===== config.mk =====
export PLATFORM = sky130hd
export DESIGN_NAME = router_local_port_flat
export DESIGN_NICKNAME = d
export VERILOG_FILES = /design/src/rtl/noc_pkg.sv /design/src/rtl/router_local_port_if.sv /design/src/rtl/router_vc_slot.sv /design/src/rtl/router_local_port.sv /design/src/flat_wrapper.sv
export SDC_FILE = /design/constraint.sdc
export NUM_CORES = 1
export LEC_CHECK = 0
export CAP_MARGIN = 15
export CORE_MARGIN = 2
export CORE_UTILIZATION = 53
export DETAILED_ROUTE_END_ITERATION = 7
export PLACE_DENSITY_LB_ADDON = 0.12
export SETUP_SLACK_MARGIN = 0.02
export SLEW_MARGIN = 10
export SYNTH_ARGS = -nofsm -noshare
export SYNTH_HDL_FRONTEND = slang
export SYNTH_SLANG_ARGS = --single-unit

===== constraint.sdc =====
create_clock -name clk -period 6.5 [get_ports clk]
set_clock_uncertainty 0.1 [all_clocks]
set_input_delay 1.625 -clock clk [delete_from_list [all_inputs] [get_ports clk]]
set_output_delay 1.625 -clock clk [all_outputs]
set_load 0.005 [all_outputs]

===== src/rtl/noc_pkg.sv =====
// ---------------------------------------------------------------------------
// noc_pkg
// Shared NoC definitions used by the router local port and its slot
// registers.
//   DATA_WIDTH : packet width; the top bit carries the virtual channel
//   VC_BIT     : index of the VC bit inside a packet
//   vc_t       : virtual-channel identifier (even / odd)
// ---------------------------------------------------------------------------
package noc_pkg;

  parameter int DATA_WIDTH = 64;
  localparam int VC_BIT = DATA_WIDTH - 1;

  typedef enum logic {
    VC_EVEN = 1'b0,
    VC_ODD  = 1'b1
  } vc_t;

endpackage


===== src/rtl/router_local_port_if.sv =====
// ---------------------------------------------------------------------------
// router_local_port_if
// Bundles the NIC link handshakes and the switch-side offer/eject signals
// of the router local port.
//   NIC link   : nic_so/nic_ro/nic_do (injection), nic_si/nic_ri/nic_di
//                (ejection)
//   Switch side: sw_req/sw_data/sw_gnt (offer), sw_we/sw_wdata/sw_full
//                (ejection writes)
// Modports:
//   slave  : the router local port itself
//   master : the surrounding NIC + switch environment
// ---------------------------------------------------------------------------
interface router_local_port_if
  import noc_pkg::*;
#(
  parameter int DATA_WIDTH = noc_pkg::DATA_WIDTH
);

  logic                  nic_so;
  logic                  nic_ro;
  logic [DATA_WIDTH-1:0] nic_do;
  logic                  nic_si;
  logic                  nic_ri;
  logic [DATA_WIDTH-1:0] nic_di;
  logic                  sw_req;
  logic [DATA_WIDTH-1:0] sw_data;
  logic                  sw_gnt;
  logic                  sw_we;
  logic [DATA_WIDTH-1:0] sw_wdata;
  logic [1:0]            sw_full;

  modport slave (
    input  nic_so, nic_do, nic_ri, sw_gnt, sw_we, sw_wdata,
    output nic_ro, nic_si, nic_di, sw_req, sw_data, sw_full
  );

  modport master (
    output nic_so, nic_do, nic_ri, sw_gnt, sw_we, sw_wdata,
    input  nic_ro, nic_si, nic_di, sw_req, sw_data, sw_full
  );

endinterface


===== src/rtl/router_vc_slot.sv =====
// ---------------------------------------------------------------------------
// router_vc_slot
// One-entry packet register with a full flag.
//   clk, reset : clock, synchronous active-high reset
//   we_i       : write request; only honoured while the slot is empty
//   clr_i      : drain, clears the full flag
//   data_i     : packet to store
//   full_o     : slot holds a packet
//   data_o     : stored packet
// ---------------------------------------------------------------------------
module router_vc_slot
  import noc_pkg::*;
#(
  parameter int DATA_WIDTH = noc_pkg::DATA_WIDTH
) (
  input  logic                  clk,
  input  logic                  reset,
  input  logic                  we_i,
  input  logic                  clr_i,
  input  logic [DATA_WIDTH-1:0] data_i,
  output logic                  full_o,
  output logic [DATA_WIDTH-1:0] data_o
);

  logic                  full_q;
  logic [DATA_WIDTH-1:0] data_q;

  // A write into an occupied slot is dropped so a stored packet is never
  // overwritten. Fill and drain of one slot happen on opposite polarities,
  // so we_i and clr_i never need arbitrating against each other.
  always_ff @(posedge clk) begin
    if (reset) begin
      full_q <= 1'b0;
      data_q <= '0;
    end else if (we_i && !full_q) begin
      full_q <= 1'b1;
      data_q <= data_i;
    end else if (clr_i) begin
      full_q <= 1'b0;
    end
  end

  assign full_o = full_q;
  assign data_o = data_q;

endmodule


===== src/rtl/router_local_port.sv =====
// ---------------------------------------------------------------------------
// router_local_port
// Router-side endpoint of the NIC<->router link. Holds one even and one odd
// VC slot per direction and moves packets under the polarity rule: at
// polarity p the NIC link transfers VC ~p while the switch transfers VC p.
//   clk, reset : clock, synchronous active-high reset
//   link       : NIC link and switch signals (slave modport)
//   polarity   : link polarity, toggles every cycle outside reset
//   inj_cnt    : packets accepted from the NIC (wraps)
//   ej_cnt     : packets delivered to the NIC (wraps)
// ---------------------------------------------------------------------------
module router_local_port
  import noc_pkg::*;
#(
  parameter int DATA_WIDTH = noc_pkg::DATA_WIDTH
) (
  input  logic        clk,
  input  logic        reset,
  router_local_port_if.slave link,
  output logic        polarity,
  output logic [15:0] inj_cnt,
  output logic [15:0] ej_cnt
);

  logic                  polarity_q;
  logic                  polarity_d;
  logic [15:0]           injCnt_q;
  logic [15:0]           injCnt_d;
  logic [15:0]           ejCnt_q;
  logic [15:0]           ejCnt_d;

  vc_t                   linkVc;
  vc_t                   swVc;
  logic                  nicAccept;

  logic [1:0]            injWe;
  logic [1:0]            injClr;
  logic [1:0]            injFull;
  logic [DATA_WIDTH-1:0] injData [2];
  logic [1:0]            ejWe;
  logic [1:0]            ejClr;
  logic [1:0]            ejFull;
  logic [DATA_WIDTH-1:0] ejData [2];

  // Four identical slots: injection (NIC -> switch) and ejection
  // (switch -> NIC), one per VC.
  for (genvar i = 0; i < 2; i++) begin : gSlot
    router_vc_slot #(.DATA_WIDTH(DATA_WIDTH)) uInj (
      .clk    (clk),
      .reset  (reset),
      .we_i   (injWe[i]),
      .clr_i  (injClr[i]),
      .data_i (link.nic_do),
      .full_o (injFull[i]),
      .data_o (injData[i])
    );
    router_vc_slot #(.DATA_WIDTH(DATA_WIDTH)) uEj (
      .clk    (clk),
      .reset  (reset),
      .we_i   (ejWe[i]),
      .clr_i  (ejClr[i]),
      .data_i (link.sw_wdata),
      .full_o (ejFull[i]),
      .data_o (ejData[i])
    );
  end

  // Steering: the link side always works on VC ~polarity and the switch
  // side on VC polarity. Handshake outputs come only from registers (plus
  // nic_ri for nic_si) and are held low during reset.
  always_comb begin
    linkVc       = vc_t'(~polarity_q);
    swVc         = vc_t'(polarity_q);
    link.nic_ro  = ~reset & ~injFull[linkVc];
    link.sw_req  = ~reset & injFull[swVc];
    link.sw_data = injData[swVc];
    link.nic_si  = ~reset & ejFull[linkVc] & link.nic_ri;
    link.nic_di  = ejData[linkVc];
    link.sw_full = ejFull;
    nicAccept    = link.nic_so & link.nic_ro;
    injWe        = nicAccept ? (2'b01 << linkVc) : 2'b00;
    injClr       = (link.sw_gnt & link.sw_req) ? (2'b01 << swVc) : 2'b00;
    ejWe         = link.sw_we ? (2'b01 << swVc) : 2'b00;
    ejClr        = link.nic_si ? (2'b01 << linkVc) : 2'b00;
  end

  // Next-state for the polarity flop and the wrapping transfer counters.
  always_comb begin
    polarity_d = ~polarity_q;
    injCnt_d   = nicAccept ? injCnt_q + 16'd1 : injCnt_q;
    ejCnt_d    = link.nic_si ? ejCnt_q + 16'd1 : ejCnt_q;
  end

  // Polarity starts at 0 on the first cycle after reset and toggles on
  // every edge thereafter.
  always_ff @(posedge clk) begin
    if (reset) begin
      polarity_q <= 1'b0;
      injCnt_q   <= '0;
      ejCnt_q    <= '0;
    end else begin
      polarity_q <= polarity_d;
      injCnt_q   <= injCnt_d;
      ejCnt_q    <= ejCnt_d;
    end
  end

  assign polarity = polarity_q;
  assign inj_cnt  = injCnt_q;
  assign ej_cnt   = ejCnt_q;

endmodule


===== src/flat_wrapper.sv =====
// flat-port wrapper written by rule: the top's interface ports become plain ports
module router_local_port_flat import noc_pkg::*;
#(
  parameter int DATA_WIDTH = noc_pkg::DATA_WIDTH
)
  (clk, reset, polarity, inj_cnt, ej_cnt, link_nic_so, link_nic_do, link_nic_ri, link_sw_gnt, link_sw_we, link_sw_wdata, link_nic_ro, link_nic_si, link_nic_di, link_sw_req, link_sw_data, link_sw_full);
  router_local_port_if #(.DATA_WIDTH(DATA_WIDTH)) link_i ();
  input  logic clk;
  input  logic reset;
  output logic polarity;
  output logic [15:0] inj_cnt;
  output logic [15:0] ej_cnt;
  input wire logic [$bits(link_i.nic_so)-1:0] link_nic_so;
  input wire logic [$bits(link_i.nic_do)-1:0] link_nic_do;
  input wire logic [$bits(link_i.nic_ri)-1:0] link_nic_ri;
  input wire logic [$bits(link_i.sw_gnt)-1:0] link_sw_gnt;
  input wire logic [$bits(link_i.sw_we)-1:0] link_sw_we;
  input wire logic [$bits(link_i.sw_wdata)-1:0] link_sw_wdata;
  output wire logic [$bits(link_i.nic_ro)-1:0] link_nic_ro;
  output wire logic [$bits(link_i.nic_si)-1:0] link_nic_si;
  output wire logic [$bits(link_i.nic_di)-1:0] link_nic_di;
  output wire logic [$bits(link_i.sw_req)-1:0] link_sw_req;
  output wire logic [$bits(link_i.sw_data)-1:0] link_sw_data;
  output wire logic [$bits(link_i.sw_full)-1:0] link_sw_full;
  assign link_i.nic_so = link_nic_so;
  assign link_i.nic_do = link_nic_do;
  assign link_i.nic_ri = link_nic_ri;
  assign link_i.sw_gnt = link_sw_gnt;
  assign link_i.sw_we = link_sw_we;
  assign link_i.sw_wdata = link_sw_wdata;
  assign link_nic_ro = link_i.nic_ro;
  assign link_nic_si = link_i.nic_si;
  assign link_nic_di = link_i.nic_di;
  assign link_sw_req = link_i.sw_req;
  assign link_sw_data = link_i.sw_data;
  assign link_sw_full = link_i.sw_full;
  router_local_port #(.DATA_WIDTH(DATA_WIDTH)) u_core (.clk(clk), .reset(reset), .link(link_i), .polarity(polarity), .inj_cnt(inj_cnt), .ej_cnt(ej_cnt));
endmodule

* Word-level counts from Yosys, hierarchy flattened
Index checks and enable logic that the tools add are counted.
** Cells by class
- Add/subtract/negate cells :: 2
- $lt $le $gt $ge :: 4
- Shifts and indexed selects :: 2
- Muxes and demuxes :: 24
- Bitwise logic cells :: 11
- Reduce and logical (&&, ||, !) cells :: 12
** Operator list (number)
- 2-to-1 mux 64 bit :: 6
- adder 16 x 1 -> 16 bit (second input constant) :: 2
- 2-to-1 mux 1 bit :: 14
- 2-to-1 mux 2 bit :: 4
- nonzero test 2 bit :: 4
- bitwise AND 1 bit :: 6
- greater-or-equal comparator 2 bit (second input constant) :: 2
- logical AND 1 bit :: 4
- logical NOT 1 bit :: 4
- less-than comparator 1 x 2 -> 1 bit (second input constant) :: 2
- inverter 1 -> 2 bit :: 2
- left shift 1 x 1 -> 2 bit (first input constant) :: 2
- inverter 1 bit :: 3
** Storage, ports and cells
- Flip-flop bits (word level) :: 293
- Input port bits :: 134

* Longest topological paths before layout
- Depth after elaboration :: 9
- Mapped depth :: 8

* Hierarchy
From an unflattened synthesis, not the netlist that was laid out.
** Unflattened totals
- Cells, all modules :: 1507
- Area, all modules :: 14983.1 µm²
** Modules (own cells, without submodules)
- router_vc_slot :: times used 4, cells an instance 295, area each 2976.6 µm², seq. area each 1301.2 µm²
- router_local_port :: times used 1, cells an instance 327, area each 3076.7 µm², seq. area each 660.6 µm²

* Worst setup path after synthesis
No wires, ideal clock.
- Path kind :: input port to output port
- From :: input reset
- To :: output link_nic_ro
- Data arrival time :: 2556 ps
- Required time :: 4775 ps
- Setup slack :: 2219 ps
- Cell stages on the path :: 4
- Cells stage by stage :: clkbuf_1 -> clkbuf_1 -> buf_1 -> nor2_1
** On the way
- Word-level cells in the longest chain between the ends :: 2
** RTL lines
- from (decl) :: RTL line flat_wrapper.sv:9 : input logic reset;
- inverter 1 bit :: RTL line router_local_port.sv:74 : link.nic_ro = ~reset & ~injFull[linkVc];
- bitwise AND 1 bit :: RTL line router_local_port.sv:74
- to (decl) :: RTL line flat_wrapper.sv:19 : output wire logic [$bits(link_i.nic_ro)-1:0] link_nic_ro;
Every way passes these cells.

* Final worst setup path
- From :: register u_core.polarity_q, in the netlist u_core.polarity
- To :: output link_nic_ro
** On the way
- Word-level cells in the longest chain between the ends :: 4
** RTL lines
- from (decl) :: RTL line router_local_port.sv:25 : logic polarity_q;
- from (signal assigned) :: RTL line router_local_port.sv:102 : polarity_q <= polarity_d;
- 2-to-1 mux 1 bit (not written as such) (2 in a row) :: RTL line router_local_port.sv:74
- inverter 1 bit :: RTL line router_local_port.sv:74
- bitwise AND 1 bit :: RTL line router_local_port.sv:74
Every way passes these cells. The select of a mux whose other input is x is not followed.

==> flow_summary.ini <==
[placement]
io_buffer_count = 299
gp_congestion = 0.8211
dp_slack_ns = 1.640
dp_cells = 1941
hpwl_mm = 19.67

[clock_tree]
root_buffer = clkbuf_16
cts.htree.levels = 1
post-cts-setup-buffer-count = 0
cts_tree = built
clk_latency_ns = 0.55
cts-resized-gates = 0
holdBufCountCts = 0
cts.clk_slew.worst_paths_ns = 0.06
cts_buffers = 31
cts_buffer_depth = 3
clock-sinks = 293

[global_routing]
grt_pass1_wl_mm = 51.27
grt.total_usage_pct = 25.96
grt_start_max_net_pins = 109
grt_antenna_before_repair = 3
globalRoute.totalOverflow = 0
grt_pass1_vias = 10320

[die]
die_x_um = 153.9
core-area_um2 = 21960
design.die.area_um2 = 23670
initial_core_util_pct = 54.21
row_count = 54
num_io_pins = 300
die_h_um = 153.9

[routing]
drtAntennaViolNets = 0
wl_met2_mm = 15.12
first_pass_iters = 5
route.vias.total = 10710
top_layer_used = met4
wl_per_cell_um = 16.04
wl_met1_mm = 13.25
routed_wl_mm = 32.09
met3WireLength_mm = 2.672
drc = 0
viasPerCell = 5.354
drt_iter0_markers = 628

[logic_synthesis]
syn-cell-area_um2 = 11900
synth_fa_ha_area_share_pct = 0.2102
ys_warn_count = 0
synth-seq-area-share_pct = 49.28
synth_top_family_by_area = simple AND/OR/NAND/NOR gates
postSynthCellCount = 1461
synth_xor_area_share_pct = 1.030
synth_compound_area_share_pct = 12.47
ys_ff_latch = 293
synth-simple-area-share_pct = 20.55
synth_nets = 1597
synth_cell_types = 35
synth_area_per_cell_um2 = 8.147
yosys-mux-area-fraction_pct = 12.58

[critical_path]
cp_slowest_stage_delay_ns = 1.03
crit_fanout = 72
cp_slowest_cell = dfxtp_4
arrival_ns = 3.28
cp-end-kind = output pin
startpoint = u_core.polarity
start_kind = register
required_ns = 4.78
crit_type = register to output pin
rr_startpoint = u_core.polarity
worstPathCellList = buf_4 > mux2_4 > nor2_1 > clkdlybuf4s50_1

[layout]
final_cell_mix = nand2_1 (523), clkdlybuf4s50_1 (298), dfxtp_1 (292), a21oi_1 (277), mux2_2 (129)
fin_nets = 1830
syn2layout_area_growth_pct = 34.89
final_util_pct = 73.12
drive_gt1_share_pct = 11.82
final_common_cell = nand2_1
layout.cells.non_filler = 2001

[timing]
finalWorstSetupSlack_ns = 1.500
fin_tns_setup_ns = 0
whs_ns = 0.3495
period_share_pct = 76.93
fmax_ghz = 0.2000
worst_slew_pin_slew_ns = 1.120
drv_slew = 0
post-route-min-period_ns = 5.000
rsz0062_at_grt = false
setup_violations = 0
hold_viol = 0
slew_headroom_pct = 25.31

[pwr]
ir_worst_vdd_mv = 0.2062
leakagePower_nw = 5.736
powerDensity_nw_per_um2 = 264.3

[flow_run]
drv_cap = 0

[min_path]
hold_class = register to register
min_from = u_core.gSlot[1].uInj.data_o[44]

[run_status]
status = finished, final reports clean
registers in the layout, summed over array words and instances, names as in the netlist:
name	cells
u_core.polarity	1
u_core.gSlot.uEj.data_o	128
u_core.gSlot.uInj.full_o	2
u_core.inj_cnt	16
u_core.ej_cnt	16
u_core.gSlot.uEj.full_o	2
u_core.gSlot.uInj.data_o	128
metrics by stage:
step,power [mW],instance area (um2)
final,4.243,16060
after global routing,4.394,16050
after CTS,4.272,16050
after detailed placement,2.391,14940
after global placement,2.382,14940
after floorplan,2.160,11900
cell type report:
class	instances	area, um2
fillers	1685	5903
flip-flops and latches	293	5869
multi-input cells	1050	5608
repair buffers	310	3079
clock buffers	44	894.6
well taps	280	350.3
clock inverters	12	214.0
inverters	8	30.03
diodes	4	10.01
path summary, 6_finish.rpt:
path	to	slack (ns)	cells after the start
hold / removal	u_core.gSlot[1].uInj.data_o[44]	0.35	2
setup reg to reg	u_core.inj_cnt[15]	2.95	5
setup / recovery	link_nic_ro	1.50	4
hold reg to reg	u_core.gSlot[1].uInj.data_o[44]	0.35	2
metal layers:
metal,global-route usage [%],vias up
met5,0,-
met3,7.525,63
met1,31.95,5009
met2,43.50,338
met4,9.346,0
li1,-,5303
cells by family (layout without fill, tap and decap cells):
kind of cell,Yosys count,after routing
XOR/XNOR,14,14
other,0,4
AO/OA/AOI/OAI,296,296
AND/OR/NAND/NOR,605,605
flip-flops,293,293
buffers and inverters,118,374
adder cells (fa/ha/maj),2,2
multiplexers,133,133
power breakdown:
group          total [mW]  internal (mW)  leakage [nW]  switching (mW)
clock network        1.89           1.19         0.548           0.699
registers            1.91           1.87          2.38          0.0472
logic               0.442          0.233          2.81           0.209
total                4.24           3.29          5.74           0.956
synth_stat cells, drive strengths merged:
master	number	area (um2)
nand2b	2	12.51
nand3b	1	7.510
and3	1	6.260
nor2b	3	18.77
nor4	2	12.51
or3	15	93.84
or2	1	6.260
xnor2	10	87.58
or4	3	22.52
nor3	4	25.02
mux2i	3	30.03
and4b	2	20.02
clkbuf	97	364.1
or3b	3	26.28
nor2	22	82.58
nand3	9	45.04
o21ai	18	90.09
dfxtp	293	5866
and4	2	17.52
inv	8	30.03
buf	13	67.56
nand4	7	43.79
o31ai	1	7.510
nand2	523	1963
or4b	2	20.02
ha	2	25.02
mux2	130	1468
a21oi	277	1386
xor2	4	35.03
nor3b	3	22.52
worst max-delay path: cells and delay by family (launching register included):
family                 cells  cell delay (ns)
buffers and inverters      2             1.12
muxes                      1             0.43
DFF                        1             1.03
and+or+nand+nor            1             0.12
Note: power is estimated with default switching activity, not from simulation.
